[config.mk]
export PLATFORM = sky130hd
export DESIGN_NAME = sha256_sched
export DESIGN_NICKNAME = d
export VERILOG_FILES = /design/src/rtl/sha256_sched.sv
export SDC_FILE = /design/constraint.sdc
export NUM_CORES = 1
export LEC_CHECK = 0
export CAP_MARGIN = 15
export CORE_AREA = 2 2 689 691
export DETAILED_ROUTE_END_ITERATION = 7
export DIE_AREA = 0 0 691 693
export PLACE_DENSITY = 0.3
export SYNTH_ARGS = -nofsm -noshare
export SYNTH_HDL_FRONTEND = slang
export SYNTH_SLANG_ARGS = --single-unit
[constraint.sdc]
create_clock -name clk_axi -period 3.4 [get_ports clk_axi]
set_input_delay 0.68 -clock clk_axi [delete_from_list [all_inputs] [get_ports clk_axi]]
set_output_delay 0.68 -clock clk_axi [all_outputs]
set_load 0.05 [all_outputs]
[src/rtl/sha256_sched.sv]
// sha256_sched: round-robin job scheduler for one sha256 core; issues context, offsets reads by job base, returns digest.
// Memory path is one registered cycle each way (no buffering); optional RUN watchdog via SHA256_SCHED_TIMEOUT_EN.
package sha256_pkg;
  typedef struct packed {
    logic [63:0]  length;
    logic [255:0] state;
    logic [31:0]  curlen;
    logic [511:0] buffer;
  } ShaContext;

  localparam logic [255:0] H = {32'h6a09e667, 32'hbb67ae85, 32'h3c6ef372, 32'ha54ff53a,
                                32'h510e527f, 32'h9b05688c, 32'h1f83d9ab, 32'h5be0cd19};
endpackage

module sha256_sched #(
  parameter int NREQ    = 4,
  parameter int TIMEOUT = 65535,
  localparam int IDW    = $clog2(NREQ)
) (
  input  logic                  clk_axi,
  input  logic                  rst,
  input  logic [NREQ-1:0]       req_vld,
  output logic [NREQ-1:0]       req_rdy,
  input  logic [NREQ*32-1:0]    req_base,
  input  logic [NREQ*32-1:0]    req_len,
  output logic                  core_ctx_vld,
  input  logic                  core_ctx_rdy,
  output sha256_pkg::ShaContext core_ctx,
  input  logic                  core_mem_addr_vld,
  input  logic [31:0]           core_mem_addr,
  output logic                  core_mem_data_vld,
  output logic [31:0]           core_mem_data,
  output logic                  mem_addr_vld,
  output logic [31:0]           mem_addr,
  input  logic                  mem_data_vld,
  input  logic [31:0]           mem_data,
  input  logic                  core_hash_vld,
  output logic                  core_hash_rdy,
  input  logic [255:0]          core_hash,
  output logic                  res_vld,
  input  logic                  res_rdy,
  output logic [IDW-1:0]        res_id,
  output logic [255:0]          res_hash,
  output logic                  res_err,
  output logic                  core_rst,
  output logic                  busy
);

  typedef enum logic [1:0] {IDLE, ISSUE, RUN, DONE} state_t;

  state_t         state, state_nxt;
  logic [IDW-1:0] last_grant, grant, rr_idx, job_id;
  logic [31:0]    job_base, job_len, sel_base, sel_len;
  logic           found, run, wd_hit;
  logic           maddr_vld_q, mdata_vld_q;
  logic [31:0]    maddr_q, mdata_q;

  // First valid requester after the previous winner.
  always_comb begin
    grant  = last_grant;
    found  = 1'b0;
    rr_idx = '0;
    for (int k = 1; k <= NREQ; k++) begin
      rr_idx = IDW'((int'(last_grant) + k) % NREQ);
      if (!found && req_vld[rr_idx]) begin
        grant = rr_idx;
        found = 1'b1;
      end
    end
  end

  assign sel_base = req_base[32*grant +: 32];
  assign sel_len  = req_len[32*grant +: 32];
  assign run      = (state == RUN);

  always_ff @(posedge clk_axi) begin
    if (rst) state <= IDLE;
    else     state <= state_nxt;
  end

  always_comb begin
    state_nxt     = state;
    req_rdy       = '0;
    core_ctx_vld  = 1'b0;
    core_hash_rdy = 1'b0;
    res_vld       = 1'b0;
    unique case (state)
      IDLE: begin
        if (found) begin
          req_rdy[grant] = 1'b1;
          state_nxt      = (sel_len == 32'd0) ? DONE : ISSUE;
        end
      end
      ISSUE: begin
        core_ctx_vld = 1'b1;
        if (core_ctx_rdy) state_nxt = RUN;
      end
      RUN: begin
        core_hash_rdy = 1'b1;
        if (core_hash_vld || wd_hit) state_nxt = DONE;
      end
      DONE: begin
        res_vld = 1'b1;
        if (res_rdy) state_nxt = IDLE;
      end
      default: state_nxt = IDLE;
    endcase
    // Handshakes stay quiet while reset is held, even before the register clears.
    if (rst) begin
      req_rdy       = '0;
      core_ctx_vld  = 1'b0;
      core_hash_rdy = 1'b0;
      res_vld       = 1'b0;
      state_nxt     = IDLE;
    end
  end

  always_ff @(posedge clk_axi) begin
    if (rst) begin
      last_grant  <= IDW'(NREQ - 1);
      job_id      <= '0;
      job_base    <= '0;
      job_len     <= '0;
      res_hash    <= '0;
      res_err     <= 1'b0;
      maddr_vld_q <= 1'b0;
      maddr_q     <= '0;
      mdata_vld_q <= 1'b0;
      mdata_q     <= '0;
    end else begin
      maddr_vld_q <= run && core_mem_addr_vld;
      maddr_q     <= job_base + core_mem_addr;
      mdata_vld_q <= run && mem_data_vld;
      mdata_q     <= mem_data;
      if (|req_rdy) begin
        job_id   <= grant;
        job_base <= sel_base;
        job_len  <= sel_len;
        res_hash <= '0;
        res_err  <= (sel_len == 32'd0);
      end
      if (core_hash_vld && core_hash_rdy) begin
        res_hash <= core_hash;
        res_err  <= 1'b0;
      end else if (wd_hit) begin
        res_hash <= '0;
        res_err  <= 1'b1;
      end
      if (res_vld && res_rdy) last_grant <= job_id;
    end
  end

`ifdef SHA256_SCHED_TIMEOUT_EN
  logic [31:0] wd_cnt;

  always_ff @(posedge clk_axi) begin
    if (rst)                                  wd_cnt <= '0;
    else if (state == ISSUE && core_ctx_rdy)  wd_cnt <= '0;
    else if (run)                             wd_cnt <= wd_cnt + 32'd1;
  end

  // A digest arriving on the limit cycle still wins over the abort.
  assign wd_hit = run && !rst && !core_hash_vld && (wd_cnt == 32'(TIMEOUT));
`else
  logic unused_cfg;
  assign unused_cfg = (TIMEOUT > 0);
  assign wd_hit     = 1'b0;
`endif

  always_comb begin
    core_ctx        = '0;
    core_ctx.length = {29'd0, job_len, 3'd0};
    core_ctx.state  = sha256_pkg::H;
    core_ctx.curlen = job_len;
  end

  assign mem_addr_vld      = maddr_vld_q && run;
  assign mem_addr          = maddr_q;
  assign core_mem_data_vld = mdata_vld_q && run;
  assign core_mem_data     = mdata_q;
  assign res_id            = job_id;
  assign busy              = (state != IDLE);
  assign core_rst          = rst || wd_hit;

endmodule

* Word level (Yosys, flattened, before mapping) *
Index checks and enable logic that the tools add are counted.

storage, ports and cells
  register bits after elaboration = 393
  input port bits = 587
  output and inout bits = 1198
  logic and storage cells = 86

operators by class
  add/sub/neg operators = 5
  $lt $le $gt $ge = 6
  eq/ne operators = 7
  shift operators = 2
  muxes and demuxes = 35
  reduce and logical (&&, ||, !) cells = 20

operators by type and width
  operator             count
  $mux 256             2
  $shiftx 128x8->32    2
  $add 32x32->32       1
  $logic_not 32->1     1
  $mux 2               9
  $lt 2x3->1 const B   5
  $mux 1               15
  $mux 4               3
  $logic_and 1x1->1    10
  $bmux 1 s2           4
  $ne 2x2->1 const B   4
  $pmux 2 s4           1
  $add 2x1->2 const B  2
  $add 2x2->2 const B  2
  $eq 2x2->1 const B   2
  $reduce_and 4->1     1
  $reduce_bool 2->1    2
  $reduce_or 4->1      1
  $logic_not 1->1      3
  $demux 1 s2          1
  $eq 2x1->1 const B   1
  $ge 2x1->1 const B   1
  $logic_not 2->1      1
  $reduce_or 2->1      1

* Longest topological paths before layout *
Gate-level depths: netlist (run 1).

  word-level depth = 23
  mapped depth = 11
  mapped depth without buffers = 10

* Worst setup path after synthesis (run 1) *
No wires, ideal clock.

  path kind = input -> output
  start point = input req_vld[1]
  end point = output req_rdy[3]
  arrival = 2.833 ns
  required time = 2.720 ns
  slack = -0.113 ns
  stages = 9
  path buffers = 5
  path through = buf_4 or4b_2 nand3_1 and2_1 buf_4 buf_4 buf_2 buf_2 and3_1

between the ends
  word-level cells in the longest chain between the ends = 19
  elaborated cells between the ends (all ways) = 30
  those cells by class = order compare: 2; mux: 21; reduce/logical: 7

ends and longest elaborated chain
  what                                                                   line  RTL
  start, declared                                                        22    input logic [NREQ-1:0] req_vld,
  $bmux 1 s2                                                             65    if (!found && req_vld[rr_idx]) begin
  $mux 1 (not written as such)                                           65
  $mux 1                                                                 65
  $logic_not 1->1                                                        65
  $logic_and 1x1->1                                                      65
  $mux 1                                                                 65
  $logic_not 1->1                                                        65
  $logic_and 1x1->1                                                      65
  [... 3 more ...]                                                       --
  $mux 2                                                                 65
  $lt 2x3->1 (not written as such) / $ge 2x1->1 (equally long branches)  90    req_rdy[grant] = 1'b1;
  $logic_and 1x1->1 (not written as such)                                90
  $mux 1 (not written as such)                                           90
  $demux 1 s2                                                            90
  $mux 4 *                                                               89    if (found) begin
  $mux 4 *                                                               87    unique case (state)
  $mux 4 *                                                               109   if (rst) begin
  end, declared                                                          23    output logic [NREQ-1:0] req_rdy,

Every way passes the cells marked *; elsewhere a longest branch is shown, timed or not. The select of a mux whose other input is x is not followed.

* Worst setup path in the final report (run 1) *
  start point = register job_len[18]
  end point = output core_ctx[821] (netlist bit)

RTL lines
  what                    line  RTL
  start, declared         53    logic [31:0] job_base, job_len, sel_base, sel_len;
  start signal, assigned  138   job_len <= sel_len;
  end, declared           28    output sha256_pkg::ShaContext core_ctx,

No word-level cell between the ends.

==> impl_metrics.csv, run 1 <==
group,metric,value,unit
grt,grt_pass1_vias,20804,
grt,grt.overflow.total,0,
clock_network,cts_hold_buffers,0,
synth,synth_edf_count,0,
setup_path,crit_required,2720,ps
setup_path,cp_slowest_cell,"clkdlybuf4s50_1",
clock_network,path_clk_slew,60,ps
timing,clock-skew-final,55.9,ps
finish,final_cell_count_no_fill,10160,
detailed_routing,dr_wl_met3,41500,um
place,gp_congestion,0.823,
die,die_x,691,um
grt,track_usage,0.0959,
clock_network,cts_sinks,393,
place,post_dp_cell_area,0.0377,sq mm
power_and_ir_drop,seqPwrFrac,0.241,
synth,syn-cell-area,0.0227,sq mm
setup_path,crit_buf_inv,1,
outcome,status,"finished, violations left",
grt,grt_pass1_wl,286000,um
synth,synthCells,2827,
timing,hold_viol,0,
synth,syn_area_per_cell,8.04,sq um
detailed_routing,routedWlPerCell,23.8,um
timing,hold_slack,438,ps
timing,tightest_slew,1090,ps
timing,finalCritPeriodShare,0.974,
finish,area_delta_synth_final,75.5,%
finish,finalNetCount,4431,
setup_path,timing.critical_path.cells,"clkdlybuf4s50_1",
clock_network,cts_tree,"built",
synth,synth_ff_type,"dfxtp_1",
power_and_ir_drop,pwr-share-clk,0.255,
power_and_ir_drop,ir_drop,0.000512,V
detailed_routing,ant_nets,0,
worst_hold_path,worstHoldPathType,"input port to flip-flop",
power_and_ir_drop,switching_power,13.5,mW
detailed_routing,viasPerCell,2.22,
synth,synth_area_leader_cell,"dfxtp_1",
clock_network,cts-root-buf,"clkbuf_16",
grt,antenna_found_initial,150,
detailed_routing,first_pass_iters,8,
detailed_routing,drc,12,
place,hpwl,215000,um
detailed_routing,finalWirelength,241000,um
setup_path,crit_family,"buffers and inverters",
setup_path,crit_type,"flip-flop to primary output",
detailed_routing,topRoutingLayerUsed,"met5",
setup_path,max_stage_delay,950,ps
synth,synth_seq_cells,393,
synth,async_flop_share,0,
setup_path,arrival,2630,ps
finish,final_layout_size_suffix_gt1_frac,0.0983,
synth,yosysWarningCount,0,
die,num_io_pins,1785,
synth,post-synth-top-area-fraction,0.346,
power_and_ir_drop,p_comb_frac,0.504,
timing,setup_violations,0,
clock_network,h-tree-depth,2,
power_and_ir_drop,p_per_area,667,mW/mm^2
synth,yosysSeqAreaShare,0.346,
clock_network,cts_buffers,60,
power_and_ir_drop,p_leak,13.7,nW
timing,fmax,302,MHz
power_and_ir_drop,p_int,13.1,mW
die,start_util,0.0481,
timing,finalSetupTns,0,ps
timing,finalCriticalPeriod,3310,ps
timing,rsz0062_at_grt,"false",
synth,yosysUniqueCellTypes,63,
run,maxCapViolCount,0,
clock_network,post_cts_buffers,0,
die,die_h,693,um
grt,grt_max_degree,110,
place,place_inst,9992,
die,design.die.area,0.479,sq mm
setup_path,startpoint_type,"flip-flop",
detailed_routing,wl_met2,106000,um
die,coreArea,0.472,sq mm
synth,synth.area.top_cells,"dfxtp_1 (35%), buf_4 (28%), a21oi_1 (7.5%)",
finish,stdcell_area,0.0399,sq mm
die,fp-row-count,253,
timing,slew_violations,0,
timing,max_slew_margin,0.268,
outcome,violations,"DRC",
clock_network,clk_latency,790,ps
clock_network,cts_max_path_buffers,3,
power_and_ir_drop,swShare,0.508,
detailed_routing,vias,22544,
setup_path,end_kind,"primary output",
place,port_buffers,984,
setup_path,path_max_fanout,3,
detailed_routing,met1_length,88000,um
detailed_routing,first_iter_violations,1477,
-- Yosys cell counts (all sizes together) (3+ instances only) --
cell / number
buf: 866
dfxtp: 393
a21oi: 340
nand2: 285
nand3: 272
clkbuf: 150
nor2: 109
a211oi: 63
a222oi: 62
nor2b: 45
ha: 36
a21o: 18
inv: 17
o21ai: 15
xnor2: 14
nand4: 13
a311oi: 11
nor3: 9
and2: 8
and3: 8
xor2: 8
nor4: 7
nand2b: 6
o211ai: 6
o21bai: 6
and4: 5
o21a: 5
a22oi: 4
mux2: 4
or2: 4
nor3b: 3
o2111ai: 3
o211a: 3
-- repair_timing --
item,CTS,global route
resized for setup,15,0
hold endpoints to repair,0,0
endpoints found under the setup margin,6,0
-- metal layers --
layer	up-vias	global-route usage
li1	10053	-
met1	10747	0.101
met2	1371	0.151
met3	315	0.0749
met4	58	0.0167
met5	-	0
-- logic make-up after synthesis --
logic type      Yosys count  synth area share
compound gates          555             0.153
xor+xnor                 22           0.00848
fa+ha+maj                37            0.0207
buf+inv                1033             0.311
flops                   393             0.346
mux                       4           0.00198
other cells               2          0.000331
simple gates            781             0.158
-- metrics by stage --
step | power (mW) | setup WS, ps | utilization
6_report | 26.6 | 87.1 | 0.0845
3_3_place_gp | 20.4 | -595 | 0.0797
5_1_grt | 28.0 | 5.45 | 0.0842
2_1_floorplan | 14.5 | 6.15 | -
4_1_cts | 27.4 | 62.7 | 0.0841
3_5_place_dp | 20.3 | -569 | 0.0797
-- cell usage in the layout (no fill, tap or decap), drive strengths merged, types with 36 or more instances in the layout --
master	Yosys	routed
nor2	109	109
buf	866	262
nand2	285	285
nand3	272	272
ha	36	36
a21oi	340	340
nor2b	45	45
diode	0	58
conb	2	800
dfxtp	393	393
clkbuf	150	88
a222oi	62	62
clkdlybuf4s50	0	868
a211oi	63	63
-- layout make-up --
type / instances / area [sq um]
fill: 55273 / 432000
timing repair buffer: 1136 / 11100
multi-input combinational: 2199 / 10800
sequential: 393 / 7870
tap: 6247 / 7820
clock buffer: 88 / 1740
clock inverter: 22 / 322
antenna: 58 / 145
inverter: 17 / 63.8
-- power groups by stage --
stage / clock, mW / combinational [mW] / sequential, mW
2_1_floorplan: 0 / 7.10 / 7.40
3_3_place_gp: 0 / 13.8 / 6.60
3_5_place_dp: 0 / 13.7 / 6.60
4_1_cts: 7.17 / 13.7 / 6.51
5_1_grt: 7.23 / 14.2 / 6.52
6_report: 6.80 / 13.4 / 6.42
-- registers in the layout, summed over array words and instances (netlist names) --
name and count:
res_id 2, core_mem_data 32, job_len 32, mem_addr 32
res_hash 256, res_err 1, maddr_vld_q 1, job_base 32
mdata_vld_q 1, state 2, last_grant 2
-- worst paths after layout --
path	startpoint	to	slack, ps	cells past startpoint
max reg2reg	job_base[0]$_SDFFE_PP0P_	mem_addr[24]$_SDFF_PP0_	150	11
min	core_hash[63]	res_hash[63]$_SDFFE_PP0P_	440	3
min reg2reg	res_hash[79]$_SDFFE_PP0P_	res_hash[79]$_SDFFE_PP0P_	460	2
max	job_len[18]$_SDFFE_PP0P_	core_ctx[821]	90	1
Power figures use the tool's default switching activity.
==> run 2: changes to the inputs <==
Settings changed: CAP_MARGIN 15 to not set.
==> results of run 2 <==
No change in the layout: final DEF, timing and power equal those of run 1.
